==> src/rtl/tetris_pkg.sv <==
`default_nettype none
// ============================================================================
// Module      : tetris_pkg
// Description : Shared playfield types and constants for the Tetris datapath.
//               It provides the grid geometry, the cell encoding, the row type,
//               the line-clear FSM states and the line-clear score table.
// Revision    : 1.0 - initial release
// ============================================================================
package tetris_pkg;

    localparam int GRID_W = 10;
    localparam int GRID_H = 22;

    typedef logic [3:0] cell_t;

    localparam cell_t CELL_EMPTY  = 4'd0;
    localparam cell_t CELL_ACTIVE = 4'd1;
    localparam cell_t CELL_LOCKED = 4'd2;

    typedef cell_t [GRID_W-1:0] row_t;

    typedef enum logic [1:0] {
        LC_IDLE  = 2'd0,
        LC_SCAN  = 2'd1,
        LC_SHIFT = 2'd2,
        LC_DONE  = 2'd3
    } lc_state_e;

    // Points awarded for the number of rows removed in one pass
    localparam logic [10:0] SCORE_0_LINES = 11'd0;
    localparam logic [10:0] SCORE_1_LINE  = 11'd40;
    localparam logic [10:0] SCORE_2_LINES = 11'd100;
    localparam logic [10:0] SCORE_3_LINES = 11'd300;
    localparam logic [10:0] SCORE_4_LINES = 11'd1200;

    // Four or more rows in one pass all earn the top award
    function automatic logic [10:0] line_score(input logic [4:0] n_lines);
        logic [10:0] pts;
        case (n_lines)
            5'd0:    pts = SCORE_0_LINES;
            5'd1:    pts = SCORE_1_LINE;
            5'd2:    pts = SCORE_2_LINES;
            5'd3:    pts = SCORE_3_LINES;
            default: pts = SCORE_4_LINES;
        endcase
        return pts;
    endfunction

endpackage
`default_nettype wire

==> src/rtl/line_clear_ctrl_row_full_detect.sv <==
`default_nettype none
// ============================================================================
// Module      : row_full_detect
// Description : Combinational check that every cell of one playfield row is
//               occupied (non-zero).
// Revision    : 1.0 - initial release
// ============================================================================
module row_full_detect
    import tetris_pkg::*;
#(
    parameter int ROW_W = tetris_pkg::GRID_W
) (
    input  cell_t [ROW_W-1:0] row,
    output logic              full
);

    logic [ROW_W-1:0] cell_occupied;

    generate
        for (genvar x = 0; x < ROW_W; x++) begin : g_cell
            assign cell_occupied[x] = (row[x] != CELL_EMPTY);
        end
    endgenerate

    assign full = &cell_occupied;

endmodule
`default_nettype wire

==> src/rtl/line_clear_ctrl.sv <==
`default_nettype none
// ============================================================================
// Module      : line_clear_ctrl
// Description : Line-clear sequencer. A start request snapshots the playfield.
//               The block scans rows bottom to top and collapses each full row
//               by moving the rows above it down one row per cycle. The result
//               is returned with a single-cycle write strobe.
//               Optional feature macro: LINE_CLEAR_SCORE_EN. When it is defined,
//               a saturating score accumulator is built. When it is undefined,
//               the score output is tied to zero.
// Revision    : 1.0 - initial release
// ============================================================================
module line_clear_ctrl #(
    parameter int GRID_W  = tetris_pkg::GRID_W,
    parameter int GRID_H  = tetris_pkg::GRID_H,
    parameter int SCORE_W = 16
) (
    input  logic                                Clk,
    input  logic                                Reset_n,
    input  logic                                start,
    input  logic [GRID_H-1:0][GRID_W-1:0][3:0]  grid_in,
    output logic [GRID_H-1:0][GRID_W-1:0][3:0]  grid_out,
    output logic                                grid_we,
    output logic                                busy,
    output logic                                done,
    output logic [4:0]                          lines_cleared,
    output logic [SCORE_W-1:0]                  score
);

    import tetris_pkg::*;

    localparam int YW = $clog2(GRID_H);

    lc_state_e                          state_q, state_d;
    logic [YW-1:0]                      y_q, y_d;
    logic [YW-1:0]                      k_q, k_d;
    cell_t [GRID_H-1:0][GRID_W-1:0]     grid_q, grid_d;
    logic [4:0]                         lines_q, lines_d;
    logic                               busy_q, busy_d;
    logic                               done_q, done_d;
    logic                               we_q, we_d;
    logic                               row_full;

    row_full_detect #(
        .ROW_W (GRID_W)
    ) u_row_full_detect (
        .row  (grid_q[y_q]),
        .full (row_full)
    );

    // Next-state logic: scan upward and collapse full rows in the working copy
    always_comb begin
        state_d = state_q;
        y_d     = y_q;
        k_d     = k_q;
        grid_d  = grid_q;
        lines_d = lines_q;
        case (state_q)
            LC_IDLE: begin
                if (start) begin
                    grid_d  = grid_in;
                    y_d     = YW'(GRID_H - 1);
                    lines_d = '0;
                    state_d = LC_SCAN;
                end
            end
            LC_SCAN: begin
                if (row_full) begin
                    lines_d = lines_q + 5'd1;
                    k_d     = y_q;
                    state_d = LC_SHIFT;
                end else if (y_q == '0) begin
                    state_d = LC_DONE;
                end else begin
                    y_d = y_q - YW'(1);
                end
            end
            LC_SHIFT: begin
                // y is left unchanged so the row that drops into it gets rescanned
                if (k_q != '0) begin
                    grid_d[k_q] = grid_q[k_q - YW'(1)];
                    k_d         = k_q - YW'(1);
                end else begin
                    grid_d[0] = '0;
                    state_d   = LC_SCAN;
                end
            end
            LC_DONE: begin
                state_d = LC_IDLE;
            end
            default: begin
                state_d = LC_IDLE;
            end
        endcase
        // Status outputs are registered, so they are computed from the next state
        busy_d = (state_d != LC_IDLE);
        done_d = (state_d == LC_DONE);
        we_d   = (state_d == LC_DONE);
    end

    // State, working grid and registered status flags
    always_ff @(posedge Clk or negedge Reset_n) begin
        if (!Reset_n) begin
            state_q <= LC_IDLE;
            y_q     <= '0;
            k_q     <= '0;
            grid_q  <= '0;
            lines_q <= '0;
            busy_q  <= 1'b0;
            done_q  <= 1'b0;
            we_q    <= 1'b0;
        end else begin
            state_q <= state_d;
            y_q     <= y_d;
            k_q     <= k_d;
            grid_q  <= grid_d;
            lines_q <= lines_d;
            busy_q  <= busy_d;
            done_q  <= done_d;
            we_q    <= we_d;
        end
    end

    assign grid_out      = grid_q;
    assign grid_we       = we_q;
    assign busy          = busy_q;
    assign done          = done_q;
    assign lines_cleared = lines_q;

`ifdef LINE_CLEAR_SCORE_EN
    logic [SCORE_W-1:0] score_q, score_d;
    logic [SCORE_W:0]   score_sum;

    // Award is added as the pass enters DONE, so score is current with done
    always_comb begin
        score_sum = {1'b0, score_q} + (SCORE_W+1)'(line_score(lines_q));
        score_d   = score_q;
        if ((state_q == LC_SCAN) && (state_d == LC_DONE)) begin
            score_d = score_sum[SCORE_W] ? {SCORE_W{1'b1}} : score_sum[SCORE_W-1:0];
        end
    end

    // Score accumulator; only reset clears it
    always_ff @(posedge Clk or negedge Reset_n) begin
        if (!Reset_n) begin
            score_q <= '0;
        end else begin
            score_q <= score_d;
        end
    end

    assign score = score_q;
`else
    assign score = '0;
`endif

endmodule
`default_nettype wire

==> config.mk <==
export PLATFORM = sky130hd
export DESIGN_NAME = line_clear_ctrl
export DESIGN_NICKNAME = d
export VERILOG_FILES = /design/src/rtl/tetris_pkg.sv /design/src/rtl/line_clear_ctrl_row_full_detect.sv /design/src/rtl/line_clear_ctrl.sv
export SDC_FILE = /design/constraint.sdc
export NUM_CORES = 2
export LEC_CHECK = 0
export ABC_AREA = 0
export BUFFER_PORTS_ARGS = -buffer_cell sky130_fd_sc_hd__clkbuf_2
export CAP_MARGIN = 20
export CORE_AREA = 2 2 686 688
export CTS_CLUSTER_DIAMETER = 60
export DETAILED_ROUTE_END_ITERATION = 10
export DIE_AREA = 0 0 688 690
export PLACE_DENSITY = 0.3
export SYNTH_ARGS = -nofsm -noshare
export SYNTH_HDL_FRONTEND = slang
export SYNTH_SLANG_ARGS = --single-unit
==> constraint.sdc <==
create_clock -name Clk -period 5.9 [get_ports Clk]
set_input_delay 0.59 -clock Clk [delete_from_list [all_inputs] [get_ports Clk]]
set_output_delay 0.59 -clock Clk [all_outputs]
set_load 0.01 [all_outputs]
# Word-level counts from Yosys, hierarchy flattened
# Cells that the tools add are included.
# word_totals
reg_bits	899
inputBits	883
output_inout_bits	904
word_cells	292
# op_classes
n_addsub	3
order_cmp	4
n_eq_ne	9
mux	26
n_reduce_logical	24
# ops
cell	n
$pmux 880 s2	1
$bwmux 880	1
$mux 880	1
$mux 840	1
$bmux 40 s5	2
$demux 40 s5	1
$mux 40	4
$reduce_bool 4->1	10
$mux 5	7
$pmux 5 s2	3
$lt 5x6->1 const B	3
$ne 2x2->1 const B	5
$reduce_and 10->1	1
$sub 5x1->5 const B	2
$reduce_and 3->1	3
$mux 2	4
$pmux 2 s4	1
$reduce_bool 2->1	4
$eq 2x2->1 const B	3
$add 5x1->5 const B	1
$ge 5x1->1 const B	1
$logic_not 5->1	1
$reduce_bool 5->1	1
$reduce_and 4->1	1
other kinds (4)	4

# Logic depth before layout (Yosys ltp)
# logic_depth
ltp_word	7
ltp_mapped	19
depth_no_buf	10

# By module
# A second synthesis with hierarchy kept.
# unflattened
cells_unflattened	6052
hier_area_um2	58846.4
# by_module_without_submodules
module	instances	cells_each	area_each_um2
line_clear_ctrl	1	6039	58756.4
row_full_detect	1	13	90.1

# Least setup slack after synthesis
# Ideal clock, no wire load.
# synth_path
kind	reg2reg
startpoint	reg k_q[0]
endpoint	reg grid_q, in the netlist grid_out[43]
t_arrival_ps	4090
setup_slack_ps	1673
stages_incl_launch_ff	18
n_path_buf	9
cell_sequence	dfrtp_1 -> buf_2 -> buf_2 -> buf_4 -> buf_2 -> buf_2 -> inv_1 -> ha_1 -> buf_2 -> clkbuf_1 -> clkbuf_1 -> mux4_2 -> mux4_2 -> a21oi_1 -> buf_2 -> nor2_1 -> a21oi_1 -> a21oi_1
# synth_via
elab_chain_len	7
# synth_rtl
element	line_no	text
from (decl)	line_clear_ctrl.sv:36	logic [YW-1:0] k_q, k_d;
from (signal assigned)	line_clear_ctrl.sv:115	k_q <= k_d;
parallel branches: the longest is 7 deep, another holds $sub 5x1->5	-	
to (signal assigned)	line_clear_ctrl.sv:116	grid_q <= grid_d;
to (decl)	line_clear_ctrl.sv:37	cell_t [GRID_H-1:0][GRID_W-1:0] grid_q, grid_d;
# Parallel ways; which one is timed is not known. The select of a mux whose other input is x is not followed.
# A chain may end at the register's enable or synchronous reset.

# Worst setup path after layout
# layout_path
startpoint	reg k_q[0]
endpoint	reg grid_q, in the netlist grid_out[854]
# The elaborated chain is that of the path after synthesis.

==> run metrics <==
outcome=completed; I/O pin cnt=1787; CTS tree=done; count of buffers inserted at the top-level ports=1770; net total in the final layout=9189; overall die height=690 um; final critical-path required period=5510 ps; number of endpoints failing setup at the final stage=0; critical path's slowest cell=sky130_fd_sc_hd__a21oi_1; fraction of registers with async set or reset after synthesis=100%; data required time of the critical path=6640 ps; critical path class=flip-flop to flip-flop; clock-pin slew on the worst setup and hold paths=50 ps; data arrival time of the worst path=6250 ps; relative max-transition margin=18.7%; type of element capturing the critical path=flip-flop; share of the clock period used by the worst path after layout=93.3%; Worst Path Max Fanout=27; Vias/cell=4.30; CP delay by family, top=compound AO/OA/AOI/OAI gates; number of design-rule violations left by the first detailed-router iteration=7549; Final TNS setup=0 ps; area overhead of the layout relative to synthesis=64.4%; total buffers and inverters traversed by the critical path=5; post-synth design cell area=50000 um2; Detail Route Antenna Nets=0; routed via count=63500; gr ovfl total=0; primary flip-flop cell chosen by synthesis mapping=sky130_fd_sc_hd__dfrtp_1; total track usage=26.2%; placeable core region=467000 um2; Routed Wire Length=647000 um; Final Slew Violations=0; sequential fraction of the synthesis area=45.0%; PnR Total Power=0.0771 W; Placer Congestion=0.925; total clock buffers created by CTS=186; fillers=52800; Setup crit start kind=flip-flop; Multi-input gate area=26100 um2; latest clock arrival within the worst-skew pair=910 ps; Synthesis Warnings=0; post-synthesis cell type count=60; antenna violations before repair=252; initial core utilization=10.7%; Post-Synthesis Mean Instance Area=8.50 um2; Setup Slack @ Placement=457 ps; post-route DRC violation count=0; half-perimeter wire length after detailed placement=525000 um; number of post-CTS setup repair buffers=0; horizontal die dimension=688 um; Worst-Margin Slew=1220 ps; peak supply drop=0.623 mV; wire length per cell=43.8 um; final hold slack=77.4 ps; worst path cell trace=inv_1 -> ha_1 -> xor2_4 -> buf_12 -> buf_4 -> mux4_2 -> a21oi_1 -> nor2_1 -> buf_6 -> a21oi_4 -> buf_12 -> nor2_1 -> a21oi_1 -> o21ai_0; post-synthesis cell count=5883; TritonRoute pass-1 iters=6; worst hold path class=input port to flip-flop; leakage power=34.0 nW; FP Rows=251; number of hold violations in the final report=0; Clock Tree Buf Depth=4; largest net degree at the start of global routing=167; global-route wire length before repair=792000 um; #FFs+latches synth=899; min setup slack post-route=393 ps; max-capacitance violation count=0; H-Tree Depth=4; number of synthesized flops with an enable pin=0; Clk Tree Root Cell=sky130_fd_sc_hd__clkbuf_16; power density of the placed cells=938 nW/um2; overall die area=475000 um2; highest cell delay on the worst timing path=710 ps; area used by sequential logic in the layout=22500 um2; proportion of layout cells with a drive suffix above 1=32.8%; number of sinks handled by clock tree synthesis=899; peak clock frequency supported by timing=182 MHz; setup skew after layout=75.2 ps; unrepaired setup endpoints after global routing=false; number of global-route vias before repair=61600
## cell usage after synthesis (4+ instances only)
cell	count	share of area, %
sky130_fd_sc_hd__buf_4	21	0.32
sky130_fd_sc_hd__o21ai_0	61	0.61
sky130_fd_sc_hd__inv_1	10	0.075
sky130_fd_sc_hd__o41ai_1	13	0.23
sky130_fd_sc_hd__clkbuf_1	365	2.7
sky130_fd_sc_hd__nor3_1	74	0.74
sky130_fd_sc_hd__nand2_1	234	1.8
sky130_fd_sc_hd__o21ai_1	165	1.7
sky130_fd_sc_hd__and3_1	6	0.075
sky130_fd_sc_hd__nor2_1	1554	12
sky130_fd_sc_hd__a22o_1	40	0.70
sky130_fd_sc_hd__mux2_2	10	0.23
sky130_fd_sc_hd__nand4_1	6	0.075
sky130_fd_sc_hd__nor4_1	206	2.6
sky130_fd_sc_hd__or4_1	13	0.20
sky130_fd_sc_hd__dfrtp_1	899	45
sky130_fd_sc_hd__a21oi_1	1613	16
sky130_fd_sc_hd__a31oi_1	6	0.075
sky130_fd_sc_hd__a211oi_1	7	0.11
sky130_fd_sc_hd__mux4_2	242	11
sky130_fd_sc_hd__a22oi_1	4	0.060
sky130_fd_sc_hd__or2_2	6	0.075
sky130_fd_sc_hd__nand2b_1	6	0.075
sky130_fd_sc_hd__buf_2	126	1.3
sky130_fd_sc_hd__ha_1	7	0.18
sky130_fd_sc_hd__buf_1	60	0.45
sky130_fd_sc_hd__mux2i_1	39	0.78
sky130_fd_sc_hd__nand3_1	37	0.37
## final cells by class
| cell class | count | area share [%] |
|---|---|---|
| multi-input combinational | 4413 | 31.7 |
| sequential | 899 | 27.4 |
| timing repair buffer | 2786 | 23.0 |
| tap | 6198 | 9.44 |
| clock buffer | 227 | 6.20 |
| clock inverter | 115 | 1.79 |
| antenna | 121 | 0.369 |
| inverter | 13 | 0.0609 |
## worst register-to-register path: cells and delay by family (launching register included)
family,cells,cell delay (ps)
and+or+nand+nor,2,390
DFF,1,570
muxes,1,360
buffers and inverters,5,1400
AOI/OAI and AO/OA,4,1550
adders and majority gates,1,450
xor gates and xnor gates,1,690
## repair_timing
action	in CTS	in global routing
hold buffers	725	0
endpoints found under the hold margin	772	0
resized for setup	0	0
## stage by stage
step                      utilization (%)  area (um2)  cells
final                                17.6       82100  14800
after floorplan                         -       50000   5898
after detailed placement             14.6       68000  13600
after CTS                            17.5       81800  14600
after global routing                 17.6       81900  14700
after global placement               14.5       67600  13600
## cell families (layout without fill, tap and decap cells)
logic type               Yosys count  after routing  share of synthesized area (%)
multiplexers                     291            291                           11.9
XOR/XNOR                           4              4                         0.0701
flip-flops                       899            899                           45.0
other                              1            137                        0.00750
buffers and inverters            586           3141                           4.88
AND/OR/NAND/NOR                 2156           2156                           17.8
AO/OA/AOI/OAI                   1939           1939                           20.1
adder cells (fa/ha/maj)            7              7                          0.175
## sequential cells by signal, summed over array words and instances (netlist names)
register / count
busy: 1
state_q: 2
grid_out: 880
k_q: 5
y_q: 5
grid_we: 1
lines_cleared: 5
## worst paths after layout
check	cells past startpoint	from	slack (ps)	end
max	14	k_q[0]$_DFFE_PN0P_	390	grid_out[854]$_DFFE_PN0P_
min	3	grid_in[713]	80	grid_out[713]$_DFFE_PN0P_
max reg2reg	14	k_q[0]$_DFFE_PN0P_	390	grid_out[854]$_DFFE_PN0P_
min reg2reg	2	grid_out[78]$_DFFE_PN0P_	540	grid_out[78]$_DFFE_PN0P_
max in group asynchronous	3	Reset_n	3830	grid_out[599]$_DFFE_PN0P_
min in group asynchronous	2	Reset_n	380	grid_out[805]$_DFFE_PN0P_
## power by group
| part | total, W | leakage (nW) | internal [W] | switching (W) |
|---|---|---|---|---|
| combinational | 0.0472 | 20.6 | 0.0121 | 0.0351 |
| sequential | 0.0183 | 10.3 | 0.00911 | 0.00919 |
| clock | 0.0116 | 3.15 | 0.00721 | 0.00438 |
## cells in the final DEF, fill, tap and decap left out, types with 188 or more instances in the layout
cell type | Yosys | layout
sky130_fd_sc_hd__dfrtp_1 | 899 | 895
sky130_fd_sc_hd__nor4_1 | 206 | 192
sky130_fd_sc_hd__dlygate4sd3_1 | 0 | 725
sky130_fd_sc_hd__mux4_2 | 242 | 242
sky130_fd_sc_hd__clkbuf_2 | 1 | 1769
sky130_fd_sc_hd__nand2_1 | 234 | 234
sky130_fd_sc_hd__buf_4 | 21 | 230
sky130_fd_sc_hd__nor2_1 | 1554 | 1531
sky130_fd_sc_hd__a21oi_1 | 1613 | 1565
sky130_fd_sc_hd__clkbuf_16 | 0 | 188
## per-layer routing
metal	part of all wire, %	GRT usage (%)	vias to the layer above	routed length [um]
met2	47	43.3	3746	302000
met4	5.0	10.8	158	32100
met1	40	32.0	32700	259000
met3	8.0	7.26	957	52000
li1	-	-	25900	-
met5	0.15	0	-	999
No activity file was read; power rests on OpenSTA's default activity.
